===== src/rtl/srpt_pkg.sv =====
// Shared definitions for the SRPT grant path.
// Holds the header layout (width and field ranges), the arbiter FSM state type and a small
// helper that packs header fields into a flat header word.
package srpt_pkg;

    localparam int unsigned HEADER_SIZE = 58;

    // Header field ranges, MSB first.
    localparam int unsigned HDR_PEER_ID_HI  = 57;
    localparam int unsigned HDR_PEER_ID_LO  = 44;
    localparam int unsigned HDR_RPC_ID_HI   = 43;
    localparam int unsigned HDR_RPC_ID_LO   = 30;
    localparam int unsigned HDR_MSG_LEN_HI  = 29;
    localparam int unsigned HDR_MSG_LEN_LO  = 20;
    localparam int unsigned HDR_INCOMING_HI = 19;
    localparam int unsigned HDR_INCOMING_LO = 10;
    localparam int unsigned HDR_OFFSET_HI   = 9;
    localparam int unsigned HDR_OFFSET_LO   = 0;

    typedef enum logic [1:0] {
        StIdle  = 2'd0,
        StRun   = 2'd1,
        StDrain = 2'd2
    } arb_state_e;

    function automatic logic [HEADER_SIZE-1:0] make_header(
        input logic [13:0] peer_id,
        input logic [13:0] rpc_id,
        input logic [9:0]  msg_len,
        input logic [9:0]  incoming,
        input logic [9:0]  offset
    );
        logic [HEADER_SIZE-1:0] hdr;
        hdr = '0;
        hdr[HDR_PEER_ID_HI:HDR_PEER_ID_LO]   = peer_id;
        hdr[HDR_RPC_ID_HI:HDR_RPC_ID_LO]     = rpc_id;
        hdr[HDR_MSG_LEN_HI:HDR_MSG_LEN_LO]   = msg_len;
        hdr[HDR_INCOMING_HI:HDR_INCOMING_LO] = incoming;
        hdr[HDR_OFFSET_HI:HDR_OFFSET_LO]     = offset;
        return hdr;
    endfunction

endpackage


===== src/rtl/srpt_hdr_fifo.sv =====
// First-word-fall-through circular header buffer.
// Ports:
//   clk_i, rst_ni      clock, asynchronous active-low reset
//   push_i/push_data_i write one entry (ignored when full unless a pop happens too)
//   pop_i              remove the head entry (ignored when empty)
//   empty_o, full_o    occupancy flags
//   count_o            number of stored entries
//   data_o             head entry; holds the last popped value while empty
module srpt_hdr_fifo #(
    parameter int unsigned HDR_W = 58,
    parameter int unsigned DEPTH = 4
) (
    input  logic                       clk_i,
    input  logic                       rst_ni,
    input  logic                       push_i,
    input  logic [HDR_W-1:0]           push_data_i,
    input  logic                       pop_i,
    output logic                       empty_o,
    output logic                       full_o,
    output logic [$clog2(DEPTH+1)-1:0] count_o,
    output logic [HDR_W-1:0]           data_o
);

    localparam int unsigned PtrW = $clog2(DEPTH);
    localparam int unsigned CntW = $clog2(DEPTH + 1);

    logic [HDR_W-1:0] mem_q [DEPTH];
    logic [PtrW-1:0]  wr_ptr_q, wr_ptr_d;
    logic [PtrW-1:0]  rd_ptr_q, rd_ptr_d;
    logic [CntW-1:0]  count_q, count_d;
    logic [HDR_W-1:0] last_q, last_d;
    logic             do_push, do_pop;

    assign empty_o = (count_q == '0);
    assign full_o  = (count_q == CntW'(DEPTH));
    assign count_o = count_q;

    assign do_pop  = pop_i && !empty_o;
    assign do_push = push_i && (!full_o || do_pop);

    // Once drained, keep presenting the last entry that left the buffer.
    assign data_o = empty_o ? last_q : mem_q[rd_ptr_q];

    always_comb begin
        wr_ptr_d = wr_ptr_q;
        rd_ptr_d = rd_ptr_q;
        count_d  = count_q;
        last_d   = last_q;
        if (do_push) begin
            wr_ptr_d = wr_ptr_q + PtrW'(1);
        end
        if (do_pop) begin
            rd_ptr_d = rd_ptr_q + PtrW'(1);
            last_d   = mem_q[rd_ptr_q];
        end
        unique case ({do_push, do_pop})
            2'b10:   count_d = count_q + CntW'(1);
            2'b01:   count_d = count_q - CntW'(1);
            default: count_d = count_q;
        endcase
    end

    always_ff @(posedge clk_i or negedge rst_ni) begin
        if (!rst_ni) begin
            wr_ptr_q <= '0;
            rd_ptr_q <= '0;
            count_q  <= '0;
            last_q   <= '0;
        end else begin
            wr_ptr_q <= wr_ptr_d;
            rd_ptr_q <= rd_ptr_d;
            count_q  <= count_d;
            last_q   <= last_d;
        end
    end

    // Storage needs no reset: it is only observed through count_q.
    always_ff @(posedge clk_i) begin
        if (do_push) begin
            mem_q[wr_ptr_q] <= push_data_i;
        end
    end

endmodule


===== src/rtl/srpt_grant_hdr_arbiter.sv =====
// Round-robin merge of NUM_SRC FWFT header FIFOs into one FWFT header stream.
// Ports:
//   ap_clk, ap_rst_n    clock, asynchronous active-low reset
//   enable_i            1 = accept headers, 0 = stop accepting and drain
//   src_empty_i         per-source FIFO empty
//   src_read_en_o       per-source pop, one-hot or zero
//   src_data_i          per-source head header, source s at [s*HDR_W +: HDR_W]
//   hdr_out_empty_o     merged stream empty
//   hdr_out_read_en_i   merged stream pop
//   hdr_out_data_o      merged stream head header
//   idle_o              controller idle
//   accepted_cnt_o      headers accepted since reset (wraps)
module srpt_grant_hdr_arbiter
    import srpt_pkg::*;
#(
    parameter int unsigned NUM_SRC = 4,
    parameter int unsigned HDR_W   = HEADER_SIZE,
    parameter int unsigned DEPTH   = 4
) (
    input  logic                     ap_clk,
    input  logic                     ap_rst_n,
    input  logic                     enable_i,
    input  logic [NUM_SRC-1:0]       src_empty_i,
    output logic [NUM_SRC-1:0]       src_read_en_o,
    input  logic [NUM_SRC*HDR_W-1:0] src_data_i,
    output logic                     hdr_out_empty_o,
    input  logic                     hdr_out_read_en_i,
    output logic [HDR_W-1:0]         hdr_out_data_o,
    output logic                     idle_o,
    output logic [31:0]              accepted_cnt_o
);

    localparam int unsigned RrW  = $clog2(NUM_SRC);
    localparam int unsigned CntW = $clog2(DEPTH + 1);

    arb_state_e       state_q, state_d;
    logic [RrW-1:0]   rr_q, rr_d;
    logic [31:0]      cnt_q, cnt_d;

    logic             fifo_empty, fifo_full;
    logic [CntW-1:0]  fifo_count;
    logic             pop_ok, can_push;
    logic             grant_valid;
    logic [RrW-1:0]   grant_idx;
    logic [RrW-1:0]   scan_idx [NUM_SRC];
    logic [HDR_W-1:0] push_data;

    assign pop_ok   = hdr_out_read_en_i && !fifo_empty;
    // A full buffer may still take a header when the downstream frees a slot this cycle.
    assign can_push = !fifo_full || pop_ok;

    // Search order rr, rr+1, ... modulo NUM_SRC.
    always_comb begin
        for (int unsigned k = 0; k < NUM_SRC; k++) begin
            scan_idx[k] = RrW'((32'(rr_q) + k) % NUM_SRC);
        end
    end

    always_comb begin
        grant_valid = 1'b0;
        grant_idx   = '0;
        if (state_q == StRun && can_push) begin
            for (int unsigned k = 0; k < NUM_SRC; k++) begin
                if (!grant_valid && !src_empty_i[scan_idx[k]]) begin
                    grant_valid = 1'b1;
                    grant_idx   = scan_idx[k];
                end
            end
        end
    end

    always_comb begin
        src_read_en_o = '0;
        if (grant_valid) begin
            src_read_en_o[grant_idx] = 1'b1;
        end
    end

    assign push_data = src_data_i[32'(grant_idx) * HDR_W +: HDR_W];

    always_comb begin
        rr_d  = rr_q;
        cnt_d = cnt_q;
        if (grant_valid) begin
            rr_d  = (32'(grant_idx) == NUM_SRC - 1) ? '0 : grant_idx + RrW'(1);
            cnt_d = cnt_q + 32'd1;
        end
    end

    // Controller: state register, next-state logic, output decode.
    always_ff @(posedge ap_clk or negedge ap_rst_n) begin
        if (!ap_rst_n) begin
            state_q <= StIdle;
        end else begin
            state_q <= state_d;
        end
    end

    always_comb begin
        state_d = state_q;
        unique case (state_q)
            StIdle:  if (enable_i) state_d = StRun;
            StRun:   if (!enable_i) state_d = StDrain;
            StDrain: begin
                if (enable_i) begin
                    state_d = StRun;
                end else if (fifo_count == '0) begin
                    state_d = StIdle;
                end
            end
            default: state_d = StIdle;
        endcase
    end

    always_comb begin
        idle_o = (state_q == StIdle);
    end

    always_ff @(posedge ap_clk or negedge ap_rst_n) begin
        if (!ap_rst_n) begin
            rr_q  <= '0;
            cnt_q <= '0;
        end else begin
            rr_q  <= rr_d;
            cnt_q <= cnt_d;
        end
    end

    assign accepted_cnt_o = cnt_q;

    srpt_hdr_fifo #(
        .HDR_W (HDR_W),
        .DEPTH (DEPTH)
    ) u_out_fifo (
        .clk_i       (ap_clk),
        .rst_ni      (ap_rst_n),
        .push_i      (grant_valid),
        .push_data_i (push_data),
        .pop_i       (hdr_out_read_en_i),
        .empty_o     (fifo_empty),
        .full_o      (fifo_full),
        .count_o     (fifo_count),
        .data_o      (hdr_out_data_o)
    );

    assign hdr_out_empty_o = fifo_empty;

endmodule


===== config.mk =====
export PLATFORM = sky130hd
export DESIGN_NAME = srpt_grant_hdr_arbiter
export DESIGN_NICKNAME = d
export VERILOG_FILES = /design/src/rtl/srpt_pkg.sv /design/src/rtl/srpt_hdr_fifo.sv /design/src/rtl/srpt_grant_hdr_arbiter.sv
export SDC_FILE = /design/constraint.sdc
export NUM_CORES = 1
export LEC_CHECK = 0
export CAP_MARGIN = 5
export CORE_MARGIN = 10
export CORE_UTILIZATION = 55
export CTS_CLUSTER_SIZE = 8
export DETAILED_ROUTE_END_ITERATION = 10
export GPL_TIMING_DRIVEN = 0
export HOLD_SLACK_MARGIN = 0.02
export PLACE_DENSITY = 0.83
export SLEW_MARGIN = 20
export SYNTH_ARGS = -nofsm -noshare
export SYNTH_HDL_FRONTEND = slang
export SYNTH_SLANG_ARGS = --single-unit

===== constraint.sdc =====
create_clock -name ap_clk -period 7 [get_ports ap_clk]
set_input_delay 1.4 -clock ap_clk [delete_from_list [all_inputs] [get_ports ap_clk]]
set_output_delay 1.4 -clock ap_clk [all_outputs]
set_load 0.02 [all_outputs]

# --- Word level (Yosys, flattened, before mapping) ---
# Memory sizes are Yosys's and may differ from the RTL's.
# Index checks and enable logic that the tools add are counted.
op_classes:
  n_mux: 34
  n_mul: 1
  n_reduce_logical: 20
  n_eq_ne: 9
  order_cmp: 6
  shift: 1
  add_sub_neg: 9
ops:
  columns: ["cell", "n"]
  rows:
  - ["variable part select 232 x 9 -> 58 bit", 1]
  - ["two-way mux 58 bit", 1]
  - ["adder 32 x 1 -> 32 bit (second input constant)", 1]
  - ["two-way mux 2 bit", 10]
  - ["< comparator 2 x 3 -> 1 bit (second input constant)", 5]
  - ["two-way mux 1 bit", 15]
  - ["adder 2 x 1 -> 2 bit (second input constant)", 4]
  - ["binary-select mux 1 bit (select 2 bit)", 4]
  - ["zero test 1 bit", 8]
  - ["logical AND 1 bit", 7]
  - ["multiplier 2 x 5 -> 7 bit (second input constant)", 1]
  - ["equality test 2 bit (second input constant)", 3]
  - ["one-hot mux 2 bit (3 select lines)", 1]
  - ["one-hot mux 3 bit (2 select lines)", 1]
  - ["adder 2 bit (second input constant)", 2]
  - ["equality test 2 x 1 -> 1 bit (second input constant)", 2]
  - ["two-way mux 4 bit", 1]
  - ["inequality test 2 bit (second input constant)", 2]
  - ["adder 3 x 1 -> 3 bit (second input constant)", 1]
  - ["equality test 3 bit (second input constant)", 1]
  - ["zero test 3 bit", 1]
  - ["inequality test 3 x 2 -> 1 bit (second input constant)", 1]
  - ["AND reduction 3 bit", 1]
  - ["subtractor 3 x 1 -> 3 bit (second input constant)", 1]
  - ["5 further kinds", 5]
totals:
  inputBits: 240
  register_bits: 101
  n_memories: 1
  mem_bits_rw: 232
  elab_cells: 88
  out_inout_bits: 96
mem_list:
  columns: ["memory", "words", "word_bits", "read_ports", "rd_clocked_by_memory_dff", "wr", "line_no", "source"]
  rows:
  - ["u_out_fifo.mem_q", 4, 58, 1, 0, 1, "srpt_hdr_fifo.sv:27", "logic [HDR_W-1:0] mem_q [DEPTH];"]

# --- Logic depth before layout (Yosys ltp) ---
# Gate-level depths: netlist of the first run.
depth:
  depth_word: 23
  depth_mapped: 11
  ltp_nobuf: 9

# --- Hierarchy ---
# Synthesis of the first run repeated with hierarchy kept, for this count alone.
hier_totals:
  cells_unflattened: 800
  hier_area_um2: 15005.6
by_module_without_submodules:
  columns: ["mod", "area_per_inst_um2", "cells_per_inst", "n_inst"]
  rows:
  - ["srpt_hdr_fifo", 11668.7, 542, 1]
  - ["srpt_grant_hdr_arbiter", 3337.0, 258, 1]

# --- Worst setup path before layout of the first run ---
# Ideal clock, no wire load.
synth_path:
  kind: "input-to-output"
  startpoint: "input hdr_out_read_en_i"
  endpoint: "output src_read_en_o[2]"
  n_path_buf: 2
  t_arrival_ps: 3072
  t_required_ps: 5600
  path_stages: 9
  path_slack_ps: 2528
  path_cell_list: "or4b_1 and3_1 inv_1 nor4_1 buf_2 buf_1 inv_1 ha_1 and2_1"
synth_via:
  elab_chain_cells: 9
  elab_cells_between_ends: 11
synth_lines:
  columns: ["element", "line_no", "source"]
  rows:
  - ["from (decl)", "srpt_grant_hdr_arbiter.sv:27", "input logic hdr_out_read_en_i,"]
  - ["logical AND 1 bit (*)", "srpt_grant_hdr_arbiter.sv:48", "assign pop_ok = hdr_out_read_en_i && !fifo_empty;"]
  - ["logical OR 1 bit (*)", "srpt_grant_hdr_arbiter.sv:50", "assign can_push = !fifo_full || pop_ok;"]
  - ["logical AND 1 bit (*)", "srpt_grant_hdr_arbiter.sv:62", "if (state_q == StRun && can_push) begin"]
  - ["two-way mux 2 bit", "srpt_grant_hdr_arbiter.sv:62", null]
  - ["< comparator 2 x 3 -> 1 bit (not written as such) / greater-or-equal comparator 2 x 1 -> 1 bit (equally long branches)", "srpt_grant_hdr_arbiter.sv:75", "src_read_en_o[grant_idx] = 1'b1;"]
  - ["logical AND 1 bit (not written as such)", "srpt_grant_hdr_arbiter.sv:75", null]
  - ["two-way mux 1 bit (not written as such)", "srpt_grant_hdr_arbiter.sv:75", null]
  - ["demux 1 bit (select 2 bit)", "srpt_grant_hdr_arbiter.sv:75", null]
  - ["two-way mux 4 bit (*)", "srpt_grant_hdr_arbiter.sv:74", "if (grant_valid) begin"]
  - ["to (decl)", "srpt_grant_hdr_arbiter.sv:24", "output logic [NUM_SRC-1:0] src_read_en_o,"]
# Mark *: on every way between the ends. The rest lies on a longest branch, timed or not.

# --- Final worst setup path of the first run ---
layout_path:
  startpoint: "input src_empty_i[1]"
  endpoint: "output src_read_en_o[0]"
layout_via:
  elab_chain_cells: 21
  elab_cells_between_ends: 36
layout_lines:
  columns: ["element", "line_no", "source"]
  rows:
  - ["from (decl)", "srpt_grant_hdr_arbiter.sv:23", "input logic [NUM_SRC-1:0] src_empty_i,"]
  - ["binary-select mux 1 bit (select 2 bit)", "srpt_grant_hdr_arbiter.sv:64", "if (!grant_valid && !src_empty_i[scan_idx[k]]) begin"]
  - ["two-way mux 1 bit (not written as such)", "srpt_grant_hdr_arbiter.sv:64", null]
  - ["two-way mux 1 bit", "srpt_grant_hdr_arbiter.sv:64", null]
  - ["two-way mux 1 bit", "srpt_grant_hdr_arbiter.sv:62", null]
  - ["zero test 1 bit", "srpt_grant_hdr_arbiter.sv:64", null]
  - ["logical AND 1 bit", "srpt_grant_hdr_arbiter.sv:64", null]
  - ["two-way mux 1 bit", "srpt_grant_hdr_arbiter.sv:64", null]
  - ["two-way mux 1 bit", "srpt_grant_hdr_arbiter.sv:62", null]
  - ["[5 not listed]", null, null]
  - ["logical AND 1 bit", "srpt_grant_hdr_arbiter.sv:64", null]
  - ["two-way mux 2 bit", "srpt_grant_hdr_arbiter.sv:64", null]
  - ["two-way mux 2 bit", "srpt_grant_hdr_arbiter.sv:62", null]
  - ["< comparator 2 x 3 -> 1 bit (not written as such) / greater-or-equal comparator 2 x 1 -> 1 bit (equally long branches)", "srpt_grant_hdr_arbiter.sv:75", null]
  - ["logical AND 1 bit (not written as such)", "srpt_grant_hdr_arbiter.sv:75", null]
  - ["two-way mux 1 bit (not written as such)", "srpt_grant_hdr_arbiter.sv:75", null]
  - ["demux 1 bit (select 2 bit)", "srpt_grant_hdr_arbiter.sv:75", null]
  - ["two-way mux 4 bit (*)", "srpt_grant_hdr_arbiter.sv:74", null]
# Mark *: on every way between the ends. The rest lies on a longest branch, timed or not. The select of a mux whose other input is x is not followed.

==> flow_metrics.py, run 1 <==
metrics = {
    "placement": {
        "place_hpwl_um": 33800,
        "place_inst": 1832,
        "preCtsSetupSlack_ns": 0.605,
        "port_buffers": 335,
        "routabilityCongestion": 0.892,
    },
    "critical_path": {
        "critical_path_class": "in2out",
        "cp_max_fo": 11,
        "critPathTopFamily": "buffers and inverters",
        "arrival_ns": 4.98,
        "cp-start-kind": "input pin",
        "r2r-start": "state_q[1]$_DFFE_PN0P_",
        "rr_worst_depth": 7,
        "worst_path_largest_cell_delay_ns": 0.57,
        "path_cells": "clkdlybuf4s50_1, nand4_1, and3_1, inv_1, nor4_1, buf_2, buf_1, inv_1, ha_1, and2_1, clkdlybuf4s50_1",
        "crit_start": "src_empty_i[1]",
        "cp.required_ns": 5.60,
        "cp_num_buf_inv": 6,
        "slowest_stage": "buf_1",
        "endpoint_kind": "output pin",
        "path_depth": 11,
    },
    "yosys": {
        "synth_top_area_cell": "edfxtp_1",
        "syn_nets": 1402,
        "synth_edf_count": 232,
        "syn_area_mm2": 0.0150,
        "synth-seq-area-share": 0.633,
        "synthCells": 1151,
        "netlist_top_cells_count": "nand2_1 (372), edfxtp_1 (232), dfrtp_1 (101)",
        "ys.flop_type": "edfxtp_1",
        "syn-mean-instance-area_um2": 13.0,
        "ys_types": 37,
        "synthTopCellsByArea": "edfxtp_1 (46%), dfrtp_1 (17%), nand2_1 (9.3%), mux4_2 (8.7%), mux2_2 (4.4%)",
        "async_reset_ff_frac": 0.303,
        "ys.warnings.count": 0,
        "synth.top_cell.area_share": 0.465,
        "synth_seq_cells": 333,
        "post-synth-top-count-cell": "nand2_1",
    },
    "detailed_routing": {
        "routed_wl_um": 48000,
        "vias": 11500,
        "avgViaCountPerCell": 5.99,
        "wire_per_inst_um": 25.1,
        "drt-initial-drc-count": 1278,
        "ant_nets": 0,
        "first_pass_iters": 5,
        "drc_errors": 0,
    },
    "clock_network": {
        "clkTransAtPathRegs_ns": 0.05,
        "cts_buffers": 47,
        "clock_sinks": 333,
        "ctsResizeCount": 0,
        "clkLatencyLatePin_ns": 0.53,
        "htree_levels": 2,
        "cts_max_path_buffers": 3,
        "hold_buffers": 0,
        "cts_tree": "built",
        "cts_root_buffer": "clkbuf_16",
        "postCtsSetupRepairBufs": 0,
    },
    "power": {
        "power_density_mw_per_mm2": 430,
        "leakage_nw": 7.54,
        "peakVddDrop_v": 0.000201,
    },
    "timing": {
        "fmax_mhz": 157,
        "worst_pin_slew_ns": 0.998,
        "rsz0062_at_grt": "false",
        "setup_viol": 0,
        "drv_slew": 0,
        "fin_crit_sh": 0.912,
        "slew_headroom": 0.334,
        "fin_ws_ns": 0.615,
        "clock-skew-final_ns": 0.00963,
        "setup_tns_ns": 0,
        "hold_viol": 0,
        "holdWs_ns": 0.475,
        "final.min_clock_period_ns": 6.38,
    },
    "flow_run": {
        "drv_cap": 0,
    },
    "global_routing": {
        "grt_overflow": 0,
        "first_global_vias": 11700,
        "grt_usage": 0.272,
        "antenna_found_initial": 6,
        "grt_pass1_wl_um": 69800,
        "grt_max_degree": 54,
    },
    "worst_hold_path": {
        "hp-class": "reg2reg",
        "whs_path_depth": 1,
        "hold_start": "u_out_fifo.count_o[2]$_DFFE_PN0P_",
    },
    "die": {
        "die-height_um": 185,
        "fp.coreArea_mm2": 0.0269,
        "fp.dieArea_mm2": 0.0343,
        "initial_core_util": 0.558,
        "die_x_um": 185,
        "io-pin-count": 336,
        "rows": 60,
    },
    "finish": {
        "area_growth_pct": 35.2,
        "num-nets-final": 1791,
        "finalNonFillerCells": 1914,
        "drive_gt1_frac": 0.129,
    },
    "status": {
        "status": "finished, final reports clean",
    },
}
[worst paths after layout]
path,end,slack (ns)
worst max-delay path,src_read_en_o[0],0.62
worst min-delay path,u_out_fifo.count_o[2]$_DFFE_PN0P_,0.48
worst max register to register,u_out_fifo.mem_q[0][37]$_DFFE_PP_,3.42
worst min register to register,u_out_fifo.count_o[2]$_DFFE_PN0P_,0.48
max in group asynchronous,u_out_fifo.last_q[6]$_DFFE_PN0P_,5.51
min in group asynchronous,accepted_cnt_o[5]$_DFFE_PN0P_,0.82
[through the flow]
stage	power, mW	instance area, um^2	utilization
after CTS	8.73	20300	0.754
after global placement	6.52	18800	0.698
after detailed placement	6.64	18900	0.704
after global routing	9.09	20300	0.754
final	8.72	20300	0.754
after floorplan	5.01	15000	-
[sequential cells by signal, indices dropped and copies added (netlist names)]
| name | count |
|---|---|
| u_out_fifo.last_q | 58 |
| u_out_fifo.wr_ptr_q | 2 |
| u_out_fifo.mem_q | 232 |
| accepted_cnt_o | 32 |
| u_out_fifo.count_o | 3 |
| rr_q | 2 |
| state_q | 2 |
| u_out_fifo.rd_ptr_q | 2 |
[cells in the final DEF (no fill, tap or decap), types with 2 or more instances in the layout]
cell type	n
edfxtp_1	232
inv_1	8
buf_6	6
mux2_2	58
mux4_2	58
nand3_1	10
and2_1	7
and3_1	10
nor2b_1	2
nand4_1	10
nor4_1	2
a32oi_1	58
nand2b_1	4
a21oi_1	62
xor2_1	6
buf_2	18
and2_4	4
o21ai_0	2
clkbuf_1	71
dfrtp_1	101
buf_1	12
buf_16	5
and4_1	3
ha_1	10
clkbuf_16	49
a21boi_0	2
nor3_1	2
xnor2_1	31
diode_2	3
clkdlybuf4s50_1	334
nor2_1	9
or4bb_1	2
nand2_1	372
[worst register-to-register path, delay by kind of cell, from the launching register on]
kind            cells  cell delay (ns)
buf+inv             3             1.32
simple gates        3             0.89
flops               1             0.40
compound gates      1             0.55
[final cells by class]
type,instances,area [um^2]
multi-input cells,730,5110
fillers,1682,6610
well taps,341,427
flip-flops and latches,333,9490
diodes,3,7.51
repair buffers,340,3490
plain buffers,78,357
clock buffers,78,1340
inverters,10,40.0
clock inverters,1,5.00
[logic make-up after synthesis]
family | after synthesis | synth area share
xor+xnor | 37 | 0.0216
flops | 333 | 0.633
fa+ha+maj | 11 | 0.00968
simple gates | 439 | 0.120
buf+inv | 88 | 0.0265
mux | 116 | 0.131
compound gates | 127 | 0.0579
[routing by layer]
metal | routed length [um] | part of all wire | GRT usage
met4 | 1350 | 0.028 | 0.0881
met1 | 17200 | 0.36 | 0.326
met2 | 24000 | 0.50 | 0.462
met3 | 5440 | 0.11 | 0.0815
met5 | 12 | 0.00025 | 0
[where the power goes]
group / total (mW) / switching [mW] / leakage [nW] / internal (mW)
clock network: 2.06 / 0.780 / 0.642 / 1.28
registers: 2.93 / 0.196 / 3.35 / 2.73
logic: 3.73 / 2.15 / 3.55 / 1.58
No activity file was read; power rests on OpenSTA's default activity.
==> inputs of run 2 (changes only) <==
- clock period: 7 -> 8.05 ns (I/O delays scaled with it)
==> results of run 2 <==
The final DEF is identical to that of run 1. Status: finished, final reports clean.
Main changes from that run: setup slack after placement 0.605 ns -> 1.23 ns; setup slack after layout 0.615 ns -> 1.25 ns; register-to-register setup slack 3.42 ns -> 4.47 ns; total power 8.72 mW -> 7.58 mW; worst IR drop on VDD 0.000201 V -> 0.000175 V
==> inputs of run 3 (changes only) <==
- CORE_UTILIZATION: 55 -> 51
- PLACE_DENSITY: 0.83 -> 0.78
- clock period: 8.05 -> 6.4 ns (I/O delays scaled with it)
==> run 3 against run 2 <==
  * Sequential share of layout area down 0.066 points
  * Clock skew up 0.0042 ns
  * Die area up 7.0%
  * Combinational power up 24%
  * Setup slack worse by 0.86 ns
  * Total power up 25%
  * Sequential power up 25%
  * Register-to-register slack worse by 1.7 ns
  * Hold slack better by 0.0088 ns
  * Via count down 2.8%
  * Cell count up 2.4%
  * Non-clock buffer count unchanged
  * Critical endpoint unchanged
  * Highest routed layer is now met4
==> flow_metrics.py, run 3 (synthesis results as in run 1) <==
metrics = {
    "finish": {
        "finalNonFillerCells": 1959,
        "largest_register_ffs": 232,
        "area_growth_pct": 35.4,
        "top_register": "u_out_fifo.mem_q",
        "final_area_mm2": 0.0203,
        "mostFrequentLayoutCells": "nand2_1 (372), clkdlybuf4s50_1 (334), edfxtp_1 (232), dfrtp_1 (101), clkbuf_1 (73)",
        "final_common_cell": "nand2_1",
        "num-nets-final": 1791,
        "drive_gt1_frac": 0.129,
        "n_fill_cell": 2060,
    },
    "timing": {
        "rsz0062_at_grt": "false",
        "final.min_clock_period_ns": 6.02,
        "clock-skew-final_ns": 0.0139,
        "worst_pin_slew_ns": 0.939,
        "holdWs_ns": 0.484,
        "drv_slew": 0,
        "slew_headroom": 0.374,
        "setup_viol": 0,
        "fmax_mhz": 166,
        "fin_crit_sh": 0.940,
        "setup_tns_ns": 0,
        "hold_viol": 0,
    },
    "clock_network": {
        "cts_root_buffer": "clkbuf_16",
        "ctsResizeCount": 0,
        "cts_max_path_buffers": 3,
        "clkTransAtPathRegs_ns": 0.05,
        "hold_buffers": 0,
        "cts_tree": "built",
        "postCtsSetupRepairBufs": 0,
        "clock_sinks": 333,
        "cts_buffers": 47,
        "htree_levels": 2,
        "clkLatencyLatePin_ns": 0.54,
    },
    "detailed_routing": {
        "routed_wl_um": 46700,
        "drt-initial-drc-count": 776,
        "ant_nets": 0,
        "vias": 11200,
        "avgViaCountPerCell": 5.69,
        "wire_per_inst_um": 23.9,
        "first_pass_iters": 5,
        "drc_errors": 0,
    },
    "worst_hold_path": {
        "hold_end": "accepted_cnt_o[31]$_DFFE_PN0P_",
        "hold_start": "accepted_cnt_o[31]$_DFFE_PN0P_",
        "whs_path_depth": 1,
        "hp-class": "reg2reg",
    },
    "global_routing": {
        "grt_usage": 0.251,
        "antenna_found_initial": 2,
        "first_global_vias": 11600,
        "grt_overflow": 0,
        "grt_max_degree": 55,
        "grt_pass1_wl_um": 69300,
    },
    "critical_path": {
        "cp_max_fo": 11,
        "cp.required_ns": 5.12,
        "arrival_ns": 4.74,
        "rr_worst_depth": 7,
        "timing.rr.end": "u_out_fifo.mem_q[3][37]$_DFFE_PP_",
        "worst_path_largest_cell_delay_ns": 0.56,
        "path_cells": "clkdlybuf4s50_1, nand4_1, and3_1, inv_1, nor4_1, buf_2, buf_1, inv_1, ha_1, and2_1, clkdlybuf4s50_1",
        "endpoint_kind": "output pin",
        "rrSetupSlack_ns": 2.80,
        "cp_num_buf_inv": 6,
        "critical_path_class": "in2out",
        "slowest_stage": "buf_1",
        "cp-start-kind": "input pin",
        "critPathTopFamily": "buffers and inverters",
        "r2r-start": "state_q[1]$_DFFE_PN0P_",
    },
    "placement": {
        "routabilityCongestion": 0.873,
        "place_inst": 1875,
        "port_buffers": 335,
        "place_hpwl_um": 33700,
        "place_area_mm2": 0.0189,
    },
    "flow_run": {
        "drv_cap": 0,
    },
    "die": {
        "rows": 62,
        "io-pin-count": 336,
        "fp.coreArea_mm2": 0.0289,
        "die_x_um": 191,
        "die-height_um": 191,
        "fp.dieArea_mm2": 0.0366,
        "initial_core_util": 0.519,
    },
    "status": {
        "status": "finished, final reports clean",
    },
    "power": {
        "peakVddDrop_v": 0.000304,
        "leakage_nw": 7.53,
        "power_density_mw_per_mm2": 467,
    },
}
-- run 3: changes by cell type in the layout (fill, tap and decap cells not counted) --
| cell | before | now |
|---|---|---|
| clkbuf_16 | 49 | 48 |
| clkinv_8 | 0 | 1 |
| inv_6 | 0 | 1 |
| buf_12 | 0 | 4 |
| clkbuf_1 | 71 | 73 |
| buf_16 | 5 | 1 |
| diode_2 | 3 | 2 |
-- run 3: area by class of cell --
cell class,count,area (um^2),area share
clock buffers,79,1320,0.0649
multi-input cells,730,5110,0.252
repair buffers,340,3460,0.171
inverters,10,40.0,0.00197
diodes,2,5.00,0.000247
clock inverters,3,30.0,0.00148
plain buffers,78,357,0.0176
flip-flops and latches,333,9490,0.468
well taps,384,480,0.0237
-- run 3: worst max path at each step --
stage | cells after the start | slack, ns | startpoint | to
final | 11 | 0.38 | src_empty_i[1] | src_read_en_o[0]
after global routing | 11 | 0.09 | src_empty_i[1] | src_read_en_o[0]
after CTS | 11 | 0.38 | src_empty_i[1] | src_read_en_o[0]
after detailed placement | 11 | 0.38 | src_empty_i[1] | src_read_en_o[0]
after global placement | 1 | -0.22 | ap_rst_n | u_out_fifo.last_q[14]$_DFFE_PN0P_
after floorplan | 9 | 2.17 | hdr_out_read_en_i | src_read_en_o[2]
-- run 3: power by group --
part           internal [mW]  total (mW)  switching [mW]
combinational           1.72        4.03            2.31
clock                   1.39        2.24           0.860
sequential              2.99        3.19           0.205
total                   6.09        9.47            3.38
-- run 3: layer usage --
metal | track usage | wire length (um) | vias to the layer above
met1 | 0.306 | 18100 | 5622
met4 | 0.0796 | 1300 | 0
met5 | 0 | 0 | -
met3 | 0.0733 | 4120 | 75
li1 | - | - | 4996
met2 | 0.423 | 23200 | 461
-- run 3: through the flow --
| stage | utilization | setup slack [ns] | power [mW] |
|---|---|---|---|
| final | 0.703 | 0.382 | 9.47 |
| after global placement | 0.652 | -0.223 | 7.14 |
| after floorplan | - | 2.17 | 5.48 |
| after global routing | 0.703 | 0.0906 | 9.95 |
| after CTS | 0.703 | 0.379 | 9.53 |
| after detailed placement | 0.656 | 0.381 | 7.27 |
